## config.mk

```make
export PLATFORM = sky130hd
export DESIGN_NAME = instruction_fetch
export DESIGN_NICKNAME = d
export VERILOG_FILES = /design/src/rtl/instruction_fetch.sv
export SDC_FILE = /design/constraint.sdc
export NUM_CORES = 1
export LEC_CHECK = 0
export ABC_CLOCK_PERIOD_IN_PS = 2600
export BUFFER_PORTS_ARGS = -buffer_cell sky130_fd_sc_hd__buf_2
export CAP_MARGIN = 20
export CORE_UTILIZATION = 51
export DETAILED_ROUTE_END_ITERATION = 16
export PLACE_DENSITY = 0.82
export SLEW_MARGIN = 20
export SYNTH_ARGS = -nofsm -noshare
export SYNTH_HDL_FRONTEND = slang
export SYNTH_SLANG_ARGS = --single-unit
```

## constraint.sdc

```tcl
create_clock -name clk -period 2.6 [get_ports clk]
set_input_delay 0 -clock clk [delete_from_list [all_inputs] [get_ports clk]]
set_output_delay 0 -clock clk [all_outputs]
set_load 0.01 [all_outputs]
```

## src/rtl/instruction_fetch.sv

```systemverilog
// Instruction fetch stage: owns the PC, drives the synchronous imem,
// and hands instructions to decode over a valid/ready handshake.
module instruction_fetch #(
  parameter int                ADDR_W   = 6,
  parameter int                DATA_W   = 32,
  parameter logic [ADDR_W-1:0] RESET_PC = '0
) (
  input  logic              clk,
  input  logic              reset,
  output logic [ADDR_W-1:0] imem_address,
  input  logic [DATA_W-1:0] imem_data,
  input  logic              redirect_valid,
  input  logic [ADDR_W-1:0] redirect_target,
  input  logic              id_ready,
  output logic              if_valid,
  output logic [DATA_W-1:0] if_instr,
  output logic [ADDR_W-1:0] if_pc,
  output logic [15:0]       stall_count
);

  logic [ADDR_W-1:0] pc_q, pc_d;
  logic              rsp_q, rsp_d;
  logic              vld_q, vld_d;
  logic [DATA_W-1:0] ins_q, ins_d;
  logic [ADDR_W-1:0] ipc_q, ipc_d;
  logic [15:0]       cnt_q, cnt_d;

  logic xfer;
  logic load;
  logic stall;

  assign xfer  = vld_q && id_ready;
  assign stall = vld_q && !id_ready;
  assign load  = rsp_q && (!vld_q || id_ready)
              && !redirect_valid;

  // Address select, PC advance and output register load.
  always_comb begin
    pc_d         = pc_q;
    rsp_d        = rsp_q;
    vld_d        = vld_q;
    ins_d        = ins_q;
    ipc_d        = ipc_q;
    imem_address = pc_q;
    if (redirect_valid) begin
      imem_address = redirect_target;
      pc_d         = redirect_target;
      rsp_d        = 1'b1;
      vld_d        = 1'b0;
    end else if (!rsp_q) begin
      rsp_d = 1'b1;
      if (xfer) vld_d = 1'b0;
    end else if (load) begin
      imem_address = pc_q + ADDR_W'(1);
      pc_d         = pc_q + ADDR_W'(1);
      ins_d        = imem_data;
      ipc_d        = pc_q;
      vld_d        = 1'b1;
    end else if (xfer) begin
      vld_d = 1'b0;
    end
    if (!reset) imem_address = RESET_PC;
  end

  // Saturating count of cycles decode holds off a valid instruction.
  always_comb begin
    cnt_d = cnt_q;
    if (stall && cnt_q != 16'hFFFF) cnt_d = cnt_q + 16'd1;
  end

  // State registers with synchronous active-low reset.
  always_ff @(posedge clk) begin
    if (!reset) begin
      pc_q  <= RESET_PC;
      rsp_q <= 1'b0;
      vld_q <= 1'b0;
      ins_q <= '0;
      ipc_q <= '0;
      cnt_q <= '0;
    end else begin
      pc_q  <= pc_d;
      rsp_q <= rsp_d;
      vld_q <= vld_d;
      ins_q <= ins_d;
      ipc_q <= ipc_d;
      cnt_q <= cnt_d;
    end
  end

  assign if_valid    = vld_q;
  assign if_instr    = ins_q;
  assign if_pc       = ipc_q;
  assign stall_count = cnt_q;

endmodule

```

* Yosys cells after proc, flatten, opt, wreduce, memory -nomap -nowiden *
Cells that the tools add are included.

storage, ports and cells
  output and inout port bits = 61
  flip-flop bits (word level) = 62
  logic and storage cells = 30
  input port bits = 42

operators by class
  add/sub/neg operators = 2
  reductions and logical operators = 11
  equality and inequality tests = 1
  mux-type cells = 8
  bitwise operators = 2

operators by type and width
  operator               number
  $mux 6                 4
  $add 16x1->16 const B  1
  $ne 16x16->1 const B   1
  $add 6x1->6 const B    1
  $logic_and 1x1->1      5
  $mux 1                 4
  $logic_not 1->1        3
  $reduce_and 3->1       1
  $not 1->1              2
  $reduce_or 2->1        1
  $logic_or 1x1->1       1

* Logic depth before layout (Yosys ltp) *
Gate-level depths: netlist (run 1).

  depth after elaboration = 8
  gate-level depth with buffers = 7
  mapped depth without buffers = 5

* Worst setup path before layout (run 1) *
No wires, ideal clock.

  path kind = reg-to-reg
  from = register cnt_q[0], in the netlist stall_count[0]
  to = register cnt_q[9], in the netlist stall_count[9]
  data required time = 2530 ps
  clock period less this slack = 1650 ps
  arrival time = 1580 ps
  path slack = 950 ps
  setup time = 70 ps
  cell stages (with the launch flop) = 6
  buffers on the path = 0
  path through = dfxtp_1 -> ha_1 -> and3_1 -> and3_4 -> or4_1 -> a21oi_1

between the ends
  cells in the longest elaborated chain, start to end = 2
  elaborated cells on any way between the ends = 3
  classes of those cells = 1 x add/sub; 1 x eq/ne; 1 x reduce/logical

RTL lines
  item                                                                   line  RTL
  start: declaration                                                     26    logic [15:0] cnt_q, cnt_d;
  start signal: assignment                                               86    cnt_q <= cnt_d;
  parallel branches: the longest is 2 deep, another holds $add 16x1->16  --

Parallel ways; which one is timed is not known.
A chain may end at the register's enable or synchronous reset.

* Final worst setup path (run 1) *
  from = input redirect_valid
  to = output imem_address[5]

between the ends
  cells in the longest elaborated chain, start to end = 6

RTL lines
  item                line  RTL
  start: declaration  12    input logic redirect_valid,
  $logic_not 1->1     35    && !redirect_valid;
  $logic_and 1x1->1   35
  $mux 6              --
  $mux 6              50    end else if (!rsp_q) begin
  $mux 6 *            --
  $mux 6 *            62    if (!reset) imem_address = RESET_PC;
  end: declaration    10    output logic [ADDR_W-1:0] imem_address,

Every way passes the cells marked *; elsewhere a longest branch is shown, timed or not.

==> impl_metrics.py, run 1 <==
metrics = {
    "setup_path": {
        "endpoint": "imem_address[5]",
        "critPathLaunchType": "input port",
        "crit_required_ns": 2.60,
        "startpoint": "redirect_valid",
        "slowest_stage": "dlygate4sd3_1",
        "path_class": "input port to primary output",
        "crit_buf_inv": 4,
        "cp_num_cells": 7,
        "cp_data_arrival_time_ns": 2.05,
        "ff2ff_setup_slack_ns": 0.87,
        "path_cells": "dlygate4sd3_1, buf_2, inv_1, nand3_1, or4_1, a31oi_1, buf_2",
        "cp_max_fo": 13,
        "crit-reg2reg-launch": "if_valid$_SDFF_PP0_",
        "rr_worst_depth": 4,
        "end_kind": "primary output",
        "max_stage_delay_ns": 0.53,
        "reg2reg_to": "stall_count[10]$_SDFFE_PN0P_",
        "crit_top_cell": "buf_2",
        "path_delay_family": "buffers and inverters",
    },
    "yosys": {
        "synthesis.nets": 357,
        "ys_ff_latch": 62,
        "synth.distinct_cells": 39,
        "synth_warnings": 0,
        "synth_area_per_cell_sq_um": 8.11,
        "syn_inst": 313,
        "syn-cell-area_sq_mm": 0.00254,
        "seq_area_frac_synth_pct": 48.9,
    },
    "detailed_routing": {
        "drc": 0,
        "antenna_left": 0,
        "vias_per_cell": 5.32,
        "wl_per_cell_um": 14.0,
        "routed_wl_mm": 7.33,
        "firstDrtPassIters": 4,
        "drt_iter0_markers": 195,
        "vias": 2777,
    },
    "placement": {
        "dp.cells": 469,
        "hpwl_mm": 4.32,
        "gp_routability_congestion": 0.847,
        "place.port_buffers": 102,
    },
    "global_routing": {
        "grt_max_degree": 40,
        "antenna_found_initial": 0,
        "overflow": 0,
        "grt_pass1_wl_mm": 11.7,
        "grt_pass1_vias": 2663,
        "grt_usage_pct": 28.5,
    },
    "clock_network": {
        "clock-sinks": 62,
        "clockBufferDepth": 2,
        "cts_resized": 0,
        "numCtsBuffers": 9,
        "cts_setup_buffers": 0,
        "cts_tree": "built",
        "hold_buffers": 37,
        "h-tree-depth": 3,
        "ctsRootBufferMaster": "clkbuf_8",
        "insertion_delay_ns": 0.33,
        "path_clk_slew_ns": 0.07,
    },
    "hold_path": {
        "hold_path.class": "input port to flip-flop",
    },
    "timing": {
        "relSlewSlack_pct": 59.4,
        "fin_skew_ns": 0.00547,
        "period_share_pct": 79.0,
        "final-setup-viol-count": 0,
        "fin_tns_setup_ns": 0,
        "timing.fmax_ghz": 0.487,
        "rsz0062_at_grt": "no",
        "fin_crit_ns": 2.05,
        "hold_violations": 0,
        "worst_pin_slew_ns": 0.604,
        "maxSlewViolCount": 0,
    },
    "die": {
        "rows": 25,
        "dieWidth_um": 72.6,
        "die_area_sq_mm": 0.00527,
        "coreArea_sq_mm": 0.00475,
        "die_y_um": 72.6,
        "start_util_pct": 53.4,
        "pin_count": 103,
    },
    "power": {
        "powerDensity_mw_per_mm2": 592,
        "ir_drop_mv": 0.459,
        "leakage_uw": 0.00157,
        "share_comb_of_total_power_pct": 10.8,
        "switching_share_pct": 23.3,
        "switchingPower_uw": 507,
        "intPower_uw": 1660,
        "p_seq_share_pct": 46.6,
        "p_clk_share_pct": 42.6,
    },
    "run_status": {
        "outcome": "completed",
    },
    "run": {
        "cap_violations": 0,
    },
    "final_layout": {
        "area_delta_synth_final_pct": 44.2,
        "drive_gt1_share_pct": 28.1,
        "num_antenna_cells": 0,
        "layoutNonFillerInstCount": 522,
        "nets": 494,
    },
}
## through the flow
| step | hold WS, ns | utilization, % | area [sq um] | power [uW] | setup WS [ns] |
|---|---|---|---|---|---|
| floorplan | 0.0277 | - | 2540 | 1130 | 0.950 |
| detailed placement | 0.239 | 64.7 | 3080 | 1210 | 0.891 |
| global placement | 0.231 | 64.7 | 3080 | 1210 | 0.951 |
| global route | 0.0466 | 77.1 | 3660 | 2240 | 0.405 |
| CTS | 0.00636 | 77.1 | 3660 | 2170 | 0.574 |
| finish | 0.0263 | 77.1 | 3660 | 2170 | 0.546 |
## cells in the mapped netlist (all sizes together)
cell type / count / share of area [%]
nand2: 88 / 13
dfxtp: 62 / 49
a21oi: 52 / 10
nand3: 11 / 2.7
o21ai: 10 / 2.0
clkbuf: 9 / 1.7
buf: 8 / 1.8
inv: 7 / 1.0
o31ai: 7 / 2.1
a211oi: 6 / 1.8
nor2: 6 / 0.89
nor3: 5 / 0.99
or3: 5 / 1.3
or4: 5 / 1.5
and4: 4 / 1.4
nand4: 4 / 0.99
a31oi: 3 / 0.74
and3: 3 / 0.99
ha: 2 / 0.99
nand3b: 2 / 0.59
xnor2: 2 / 0.69
xor2: 2 / 0.69
a311oi: 1 / 0.34
and2: 1 / 0.30
and4b: 1 / 0.39
dlygate4sd1: 1 / 0.34
mux2i: 1 / 0.39
nand2b: 1 / 0.25
nor2b: 1 / 0.25
nor3b: 1 / 0.30
nor4: 1 / 0.25
o211ai: 1 / 0.30
## state kept, by name, indices dropped and copies added (netlist names)
register     cells
if_instr        32
pc_q             6
stall_count     16
if_valid         1
if_pc            6
rsp_q            1
## routing by layer
metal  part of all wire [%]  vias to the layer above  track usage, %
li1                       -                     1363               -
met1                     40                     1288            31.8
met2                     52                      110            51.5
met3                    6.0                       16            5.11
met4                    2.3                        0            15.3
met5                      0                        -               0
## worst min-delay path by stage
stage	startpoint	endpoint	cells after the start
finish	redirect_target[5]	pc_q[5]$_DFF_P_	3
global route	redirect_target[4]	pc_q[4]$_DFF_P_	3
CTS	redirect_target[5]	pc_q[5]$_DFF_P_	3
floorplan	reset	rsp_q$_DFF_P_	0
detailed placement	reset	rsp_q$_DFF_P_	1
global placement	redirect_valid	if_valid$_SDFF_PP0_	2
## logic make-up after synthesis
logic type	synth area share (%)
simple gates	26.0
compound gates	17.4
flops	48.9
buf+inv	4.93
xor+xnor	1.38
fa+ha+maj	0.985
mux	0.394
## power by group through the flow
stage          clock network, uW  registers [uW]  logic (uW)
2_1_floorplan                  0            1040        87.3
3_3_place_gp                   0            1030         181
3_5_place_dp                   0            1030         185
4_1_cts                      929            1010         229
5_1_grt                      971            1010         258
6_report                     925            1010         234
## worst register-to-register path, cell delays in order (launching register included)
cell and delay (ns):
dfxtp_1 0.37, nor2b_1 0.42, nand3_1 0.27, or4_1 0.46, a21oi_1 0.14
## layout by cell type, fill, tap and decap left out, types with 5 or more instances in the layout
cell type / n
buf_2: 102
a21oi_1: 52
a211oi_1: 6
or4_1: 5
buf_4: 5
nand2_1: 88
nand3_1: 10
inv_1: 6
o31ai_1: 7
o21ai_0: 10
nor2_1: 6
clkbuf_8: 10
dlygate4sd3_1: 37
dfxtp_1: 62
## final cells by class
cell class	count	area, sq um
Fill cell	339	1090
Tap cell	67	83.8
Clock inverter	4	70.1
Timing Repair Buffer	144	918
Clock buffer	12	145
Multi-Input combinational cell	226	1180
Inverter	7	26.3
Sequential cell	62	1240
Power figures use the tool's default switching activity.
==> run 2, diff against run 1 <==
--- a/config.mk
+++ b/config.mk
@@ -5,12 +5,13 @@
 export SDC_FILE = /design/constraint.sdc
 export NUM_CORES = 1
 export LEC_CHECK = 0
-export ABC_CLOCK_PERIOD_IN_PS = 2600
+export ABC_AREA = 1
+export ABC_CLOCK_PERIOD_IN_PS = 1800
 export BUFFER_PORTS_ARGS = -buffer_cell sky130_fd_sc_hd__buf_2
 export CAP_MARGIN = 20
-export CORE_UTILIZATION = 51
+export CORE_UTILIZATION = 43
 export DETAILED_ROUTE_END_ITERATION = 16
-export PLACE_DENSITY = 0.82
+export PLACE_DENSITY = 0.73
 export SLEW_MARGIN = 20
 export SYNTH_ARGS = -nofsm -noshare
 export SYNTH_HDL_FRONTEND = slang
==> constraint.sdc (replaced) <==
create_clock -name clk -period 1.8 [get_ports clk]
set_input_delay 0 -clock clk [delete_from_list [all_inputs] [get_ports clk]]
set_output_delay 0 -clock clk [all_outputs]
set_load 0.01 [all_outputs]
==> impl_metrics.py, run 2 <==
metrics = {
    "run_status": {
        "outcome": "completed",
    },
    "yosys": {
        "synth.distinct_cells": 22,
        "synth_edf_count": 0,
        "netlist_top_cells_count": "nor2_1, nand2_1, dfxtp_1",
        "synth_warnings": 0,
        "synthTopCellsByArea": "dfxtp_1, nor2_1, nand2_1, o21ai_0, a21oi_1",
        "synthesis.nets": 405,
        "ys_ff_latch": 62,
        "seq_area_frac_synth_pct": 48.2,
        "synth_area_per_cell_sq_um": 7.13,
        "synth.largest_area_cell": "dfxtp_1",
        "syn-cell-area_sq_mm": 0.00257,
        "synth_ff_type": "dfxtp_1",
        "yosysMostFrequentCell": "nor2_1",
        "syn_inst": 361,
        "synthArstFlopShare_pct": 0,
        "synth_top_area_share_pct": 48.2,
    },
    "timing": {
        "maxSlewViolCount": 0,
        "fin_crit_ns": 1.63,
        "hold_violations": 0,
        "rsz0062_at_grt": "no",
        "finalWorstSetupSlack_ns": 0.168,
        "period_share_pct": 90.6,
        "holdWs_ns": 0.0206,
        "fin_tns_setup_ns": 0,
        "worst_pin_slew_ns": 0.450,
        "fin_skew_ns": 0.00977,
        "final-setup-viol-count": 0,
        "relSlewSlack_pct": 70.0,
        "timing.fmax_ghz": 0.613,
    },
    "power": {
        "share_comb_of_total_power_pct": 12.2,
        "intPower_uw": 2640,
        "powerDensity_mw_per_mm2": 890,
        "p_clk_share_pct": 44.4,
        "p_seq_share_pct": 43.5,
        "switchingPower_uw": 776,
        "switching_share_pct": 22.7,
        "ir_drop_mv": 0.626,
        "leakage_uw": 0.00178,
    },
    "setup_path": {
        "slowest_stage": "dlygate4sd3_1",
        "cp_data_arrival_time_ns": 1.63,
        "max_stage_delay_ns": 0.53,
        "crit_required_ns": 1.80,
        "path_cells": "dlygate4sd3_1, buf_2, nor2_1, nand2_2, buf_6, xor2_1, a21oi_1, buf_2",
        "cp_max_fo": 32,
        "end_kind": "primary output",
        "path_class": "input port to primary output",
        "crit_top_cell": "buf_2",
        "critPathLaunchType": "input port",
    },
    "clock_network": {
        "insertion_delay_ns": 0.34,
        "h-tree-depth": 3,
        "ctsRootBufferMaster": "clkbuf_8",
        "cts_tree": "built",
        "path_clk_slew_ns": 0.06,
        "clock-sinks": 62,
        "clockBufferDepth": 2,
        "cts_setup_buffers": 0,
        "numCtsBuffers": 9,
    },
    "final_layout": {
        "area_delta_synth_final_pct": 49.1,
        "multi_input_area_sq_mm": 0.00120,
        "final_common_cell": "buf_2",
        "fillCellCount": 451,
        "seqCellArea_sq_mm": 0.00124,
        "nets": 552,
        "design_area_sq_mm": 0.00384,
        "num_antenna_cells": 0,
        "final_util_pct": 68.0,
        "layout_common_cells": "buf_2, nor2_1, nand2_1",
        "largest_reg_flops": 32,
        "drive_gt1_share_pct": 26.9,
    },
    "die": {
        "pin_count": 103,
        "dieWidth_um": 79.4,
        "start_util_pct": 45.6,
        "die_y_um": 79.4,
        "die_area_sq_mm": 0.00630,
        "coreArea_sq_mm": 0.00564,
        "rows": 27,
    },
    "detailed_routing": {
        "firstDrtPassIters": 4,
        "routed_wl_mm": 7.41,
        "vias": 2894,
        "drt_iter0_markers": 115,
        "wl_per_cell_um": 12.7,
        "drc": 0,
        "vias_per_cell": 4.95,
        "antenna_left": 0,
    },
    "placement": {
        "hpwl_mm": 4.48,
        "placed_area_sq_mm": 0.00318,
        "place.port_buffers": 102,
        "gp_routability_congestion": 0.793,
        "dp_slack_ns": 0.228,
    },
    "global_routing": {
        "grt_max_degree": 33,
        "grt_usage_pct": 24.5,
        "grt_pass1_vias": 2700,
        "antenna_found_initial": 0,
        "overflow": 0,
        "grt_pass1_wl_mm": 11.9,
    },
    "run": {
        "cap_violations": 0,
    },
    "hold_path": {
        "hold_path.class": "input port to flip-flop",
    },
}
==> run 2: changes by cell type after synthesis, sizes merged, moves of 4 or more <==
cell	delta
nor2	+95
o21ai	+33
a21oi	-31
nand2	-23
inv	+11
o31ai	-7
a211oi	-5
or3	-5
or4	-5
and4	-4
==> run 2: path summary, 6_finish.rpt <==
| path | from | to | slack, ns | cells after the start |
|---|---|---|---|---|
| setup / recovery | redirect_valid | imem_address[0] | 0.17 | 8 |
| hold / removal | id_ready | if_valid$_SDFF_PP0_ | 0.02 | 4 |
| setup reg to reg | stall_count[1]$_SDFFE_PN0P_ | stall_count[9]$_SDFFE_PN0P_ | 0.20 | 7 |
| hold reg to reg | if_pc[2]$_SDFFE_PN0P_ | if_pc[2]$_SDFFE_PN0P_ | 0.46 | 2 |
==> run 2: what timing repair did <==
action | CTS | global route
gates resized for setup | 1 | 6
setup endpoints to repair | 2 | 5
hold buffers | 39 | 0
hold endpoints to repair | 39 | 0
cloned | 0 | 0
pin swaps | 0 | 1
==> run 2: area by class of cell <==
cell class              count  share of cell area (%)
repair buffers            152                    25.7
clock buffers              13                    4.14
clock inverters             3                    2.35
inverters                  18                    1.76
well taps                  72                    2.35
multi-input cells         265                    31.3
flip-flops and latches     62                    32.4
==> run 2: layer usage <==
metal,GRT usage [%],vias up,wire [um]
met5,0,-,0
met4,14.4,0,231
met3,7.77,25,551
met2,41.6,122,3620
met1,26.6,1290,3000
li1,-,1457,-
==> run 2: power by group through the flow <==
stage,Combinational [uW],Clock (uW),Sequential (uW)
floorplan,157,0,1540
global route,460,1600,1490
detailed placement,334,0,1510
global placement,329,0,1510
finish,415,1520,1490
CTS,400,1540,1480
==> run 2: stage by stage <==
step | instances | power [uW]
finish | 585 | 3420
floorplan | 361 | 1700
detailed placement | 530 | 1850
global placement | 530 | 1840
global route | 585 | 3550
CTS | 585 | 3420
==> run 2: kinds of logic after synthesis <==
| family | after synthesis | synth area share [%] |
|---|---|---|
| adders and majority gates | 2 | 0.972 |
| and+or+nand+nor | 189 | 29.3 |
| AOI/OAI and AO/OA | 66 | 13.2 |
| DFF | 62 | 48.2 |
| buffers and inverters | 34 | 5.64 |
| xor gates and xnor gates | 8 | 2.72 |
==> run 2: worst max-delay path, delay by kind of cell <==
| kind | cells | cell delay (ns) |
|---|---|---|
| compound gates | 1 | 0.18 |
| buf+inv | 4 | 1.06 |
| simple gates | 2 | 0.24 |
| xor+xnor | 1 | 0.15 |
